$ cat src/rtl/glitchfree_case_mux.sv
// Registered NCH-way case mux with handshaked select changes and a hold window.
// Optional `CASE_MUX_AND_MODE_EN` adds and_mode: AND of current and next channel.
//
// Ports:
//   clk, rst_n   rising-edge clock, synchronous active-low reset
//   data_in      NCH channels, channel k = data_in[k*WIDTH +: WIDTH]
//   and_mode     (CASE_MUX_AND_MODE_EN only) AND current with next channel
//   sel_req      requested channel, qualified by sel_valid
//   sel_ready    high in IDLE; request accepted when valid & ready
//   mux_out      registered output, frozen while switching
//   cur_sel      channel currently driving mux_out
//   switching    high while the hold window runs
//   sel_err      one-cycle pulse when an out-of-range request is accepted
module glitchfree_case_mux #(
  parameter int WIDTH  = 1,
  parameter int NCH    = 4,
  parameter int SEL_W  = $clog2(NCH),
  parameter int SETTLE = 2
) (
  input  logic                 clk,
  input  logic                 rst_n,
  input  logic [NCH*WIDTH-1:0] data_in,
`ifdef CASE_MUX_AND_MODE_EN
  input  logic                 and_mode,
`endif
  input  logic [SEL_W-1:0]     sel_req,
  input  logic                 sel_valid,
  output logic                 sel_ready,
  output logic [WIDTH-1:0]     mux_out,
  output logic [SEL_W-1:0]     cur_sel,
  output logic                 switching,
  output logic                 sel_err
);

  localparam int CNT_W = (SETTLE > 1) ? $clog2(SETTLE) : 1;
  localparam logic [CNT_W-1:0] CNT_INIT = CNT_W'(SETTLE - 1);
  localparam logic [SEL_W:0] NCH_L = (SEL_W + 1)'(NCH);

  typedef enum logic {
    IDLE = 1'b0,
    HOLD = 1'b1
  } state_e;

  state_e            state_q, state_d;
  logic [CNT_W-1:0]  cnt_q, cnt_d;
  logic [SEL_W-1:0]  pend_q, pend_d;
  logic [SEL_W-1:0]  cur_sel_q, cur_sel_d;
  logic [WIDTH-1:0]  mux_q, mux_d;
  logic              err_q, err_d;

  logic [WIDTH-1:0]  ch [NCH];
  logic [WIDTH-1:0]  sel_data;

  for (genvar k = 0; k < NCH; k++) begin : g_ch
    assign ch[k] = data_in[k*WIDTH +: WIDTH];
  end

`ifdef CASE_MUX_AND_MODE_EN
  localparam logic [SEL_W-1:0] LAST = SEL_W'(NCH - 1);
  logic [SEL_W-1:0] nxt_sel;

  // Neighbour channel wraps from NCH-1 back to 0.
  assign nxt_sel = (cur_sel_q == LAST) ? '0 : cur_sel_q + 1'b1;

  always_comb begin
    sel_data = ch[cur_sel_q];
    if (and_mode) sel_data = ch[cur_sel_q] & ch[nxt_sel];
  end
`else
  assign sel_data = ch[cur_sel_q];
`endif

  always_comb begin
    state_d   = state_q;
    cnt_d     = cnt_q;
    pend_d    = pend_q;
    cur_sel_d = cur_sel_q;
    mux_d     = mux_q;
    err_d     = 1'b0;
    unique case (state_q)
      IDLE: begin
        mux_d = sel_data;
        if (sel_valid) begin
          if ({1'b0, sel_req} >= NCH_L) begin
            err_d = 1'b1;
          end else if (sel_req != cur_sel_q) begin
            pend_d  = sel_req;
            cnt_d   = CNT_INIT;
            state_d = HOLD;
          end
        end
      end
      HOLD: begin
        if (cnt_q == '0) begin
          cur_sel_d = pend_q;
          state_d   = IDLE;
        end else begin
          cnt_d = cnt_q - 1'b1;
        end
      end
    endcase
  end

  always_ff @(posedge clk) begin
    if (!rst_n) begin
      state_q   <= IDLE;
      cnt_q     <= '0;
      pend_q    <= '0;
      cur_sel_q <= '0;
      mux_q     <= '0;
      err_q     <= 1'b0;
    end else begin
      state_q   <= state_d;
      cnt_q     <= cnt_d;
      pend_q    <= pend_d;
      cur_sel_q <= cur_sel_d;
      mux_q     <= mux_d;
      err_q     <= err_d;
    end
  end

  // Held low during reset so no request is seen as accepted there.
  assign sel_ready = (state_q == IDLE) & rst_n;
  assign switching = (state_q == HOLD);
  assign mux_out   = mux_q;
  assign cur_sel   = cur_sel_q;
  assign sel_err   = err_q;

endmodule
$ cat config.mk
export PLATFORM = sky130hd
export DESIGN_NAME = glitchfree_case_mux
export DESIGN_NICKNAME = d
export VERILOG_FILES = /design/src/rtl/glitchfree_case_mux.sv
export SDC_FILE = /design/constraint.sdc
export NUM_CORES = 1
export LEC_CHECK = 0
export CORE_AREA = 2 2 39 41
export CTS_CLUSTER_DIAMETER = 200
export DETAILED_ROUTE_END_ITERATION = 8
export DIE_AREA = 0 0 41 43
export PLACE_DENSITY = 0.64
export SLEW_MARGIN = 10
export SYNTH_ARGS = -nofsm -noshare
export SYNTH_HDL_FRONTEND = slang
export SYNTH_SLANG_ARGS = --single-unit
export TNS_END_PERCENT = 30
$ cat constraint.sdc
create_clock -name clk -period 1.2 [get_ports clk]
set_clock_uncertainty 0.2 [all_clocks]
set_input_delay 0.24 -clock clk [delete_from_list [all_inputs] [get_ports clk]]
set_output_delay 0.24 -clock clk [all_outputs]
set_load 0.05 [all_outputs]
==> impl_results.md <==
- Outcome: complete, but fails checks
- Violations in the final reports: setup timing
- Clock power share: 0.328
- Summed negative setup slack over all endpoints: -0.592 ns
- Number of distinct library cells after synthesis: 14
- Final hold viol count: 0
- Cell total after placement: 66
- Ratio of routed vias to standard cells: 4.20
- Fin crit period: 1.33 ns
- Height of the die: 43 um
- Number of sinks on the clock net: 7
- Commonest cells after routing, fill and taps aside: buf_4, nand2_1, clkdlybuf4s50_1, buf_12, mux2i_1
- Placement Rows: 14
- Initial antenna violation count: 0
- Total of warnings raised by yosys: 0
- Clock input transition at the sequential cells of the worst setup and hold paths: 0.05 ns
- Floorplan die width: 41 um
- Cell area after placement: around 570 sq um
- Seq pwr share: 0.390
- Beginning of the worst register-to-register path: cur_sel[0]$_SDFFE_PN0P_
- Leakage power total: around 0.30 nW
- Root Buffer Master: clkbuf_4
- GRT Total Usage: 0.111
- Effective utilization at floorplan: 0.240
- Data required time at the worst endpoint: 0.76 ns
- Internal power: 476 uW
- Design area: 656 sq um
- Total nets after synthesis: 43
- VDD IR-drop max: 522 uV
- Synthesized netlist cell count: 34
- Post-detailed-route count of antenna-violating nets: 0
- Power density over the cells: 1010 nW/um^2
- Critical Path Source Type: flip-flop
- Area of the placeable core: approximately 1400 sq um
- Sw Ratio: 0.279
- Via count: 311
- Cell area after synthesis: between 300 and 400 sq um
- Residual DRC count: 0
- Diodes inserted: 0
- Launch instance of the worst min-delay path: sel_req[1]
- Number of storage elements in the synthesis netlist: 7
- Max-slew violation count: 0
- Avg Cell Area, Syn: 9.75 sq um
- Place WS: -0.364 ns
- First-iteration detailed-routing DRC count: 3
- Clock tree from TritonCTS: yes
- Global route overflow: 0
- H-tree levels: 1
- 1st-pass router iterations: 3
- Final cell utilization of the core: 0.474
- Commonest non-fill, non-tap cell in the layout: buf_4
- Max Clk Rate: 754 MHz
- Worst setup path start: switching$_SDFF_PN0_
- Ports: 15
- Global-route wire length before repair: 1240 um
- Tightest hold margin: 0.0967 ns
- Final #Nets: 68
- Maximum number of pins on one net before global-route repair: 9
- PortBufs: 13
- Proportion of layout cells with a drive suffix above 1: 0.466
- CTS Buf Count: 3
- WS Path Type: reg -> out
- Via count of the first global-routing pass: 306
- Source-to-sink clock delay at the later pin of the worst-skew pair: ~0.26 ns
- Highest fanout seen on the critical path: 3
- Power after layout: 660 uW
- P_sw: 184 uW
- Count of final setup violators: 9
- Min setup slack post-route: -0.126 ns
- Share of total power in combinational logic: 0.282
- Routability Congestion: 0.730
- Unrepaired setup endpoints after global routing: true
- Fill count: around 130
- CTS max path bufs: 2
- Detailed-route wire length per cell: 9.88 um
- Setup slack of the most critical reg-to-reg path: -0.09 ns
- Portion of the post-synthesis area used by sequential elements: 0.423
- Die outline area: 1760 sq um
- Max-cap check violation count: 0
- Ratio of final minimum period to clock period: 1.11
- Hold Path Class: in -> reg
- Final Instance Count excl. Fillers: 74
- Total wire length after detailed routing: 731 um
- Data arrival, critical path: 0.89 ns
- Area added between synthesis and finish: 97.7%
- CP Capture Type: output pin
==> logic make-up (layout without fill, tap and decap cells) <==
logic type,after synthesis,after routing,synth area share
compound gates,4,4,0.0943
flops,7,7,0.423
mux,5,5,0.189
buf+inv,2,26,0.0377
simple gates,13,13,0.192
other cells,1,1,0.0113
xor+xnor,2,2,0.0528
==> worst max-delay path, cell delays in order, from the launching register on <==
cell	delay, ns
dfxtp_4	0.35
nor2b_4	0.14
buf_12	0.14
==> metal layers <==
metal	global-route usage	wire length [um]	vias up
li1	-	-	158
met1	0.120	296	141
met2	0.153	369	10
met3	0.0628	52	2
met4	0.0800	13	0
met5	0	0	-
==> power groups by stage <==
stage               registers, mW  clock network (mW)  logic, mW
global route                0.259               0.240      0.198
detailed placement          0.266                   0      0.170
finish                      0.257               0.217      0.186
global placement            0.266                   0      0.170
CTS                         0.259               0.231      0.179
floorplan                   0.285                   0     0.0649
==> synthesized netlist by cell type (all sizes together) <==
cell    count  share of area
xor2        2          0.053
o21a        2          0.045
mux4        1          0.068
conb        1          0.011
o21ai       1          0.026
nand2       7          0.079
and2b       1          0.023
a21boi      1          0.023
nand3       1          0.015
buf         1          0.023
clkbuf      1          0.015
dfxtp       7           0.42
mux2i       4           0.12
nor2b       4          0.075
==> sequential cells by signal, indices dropped and copies added (netlist names) <==
register / flops
mux_out: 1
cur_sel: 2
cnt_q: 1
pend_q: 2
switching: 1
==> worst paths after layout <==
check                           endpoint  cells after the start
setup / recovery               sel_ready                      2
hold / removal    pend_q[1]$_SDFFE_PN0P_                      3
setup reg to reg    mux_out$_SDFFE_PN0N_                      3
hold reg to reg     switching$_SDFF_PN0_                      2
==> repair_timing <==
item	CTS	global route
endpoints found under the setup margin	10	11
cloned	0	0
pin swaps	1	2
hold buffers	0	0
resized for setup	4	8
buffers inserted	2	2
==> layout make-up <==
cell class	instances	area, sq um	area share
timing repair buffer	22	259	0.395
multi-input combinational	25	198	0.302
sequential	7	153	0.233
clock buffer	4	26.3	0.0401
tap	16	20.0	0.0305
No activity file was read; power rests on OpenSTA's default activity.
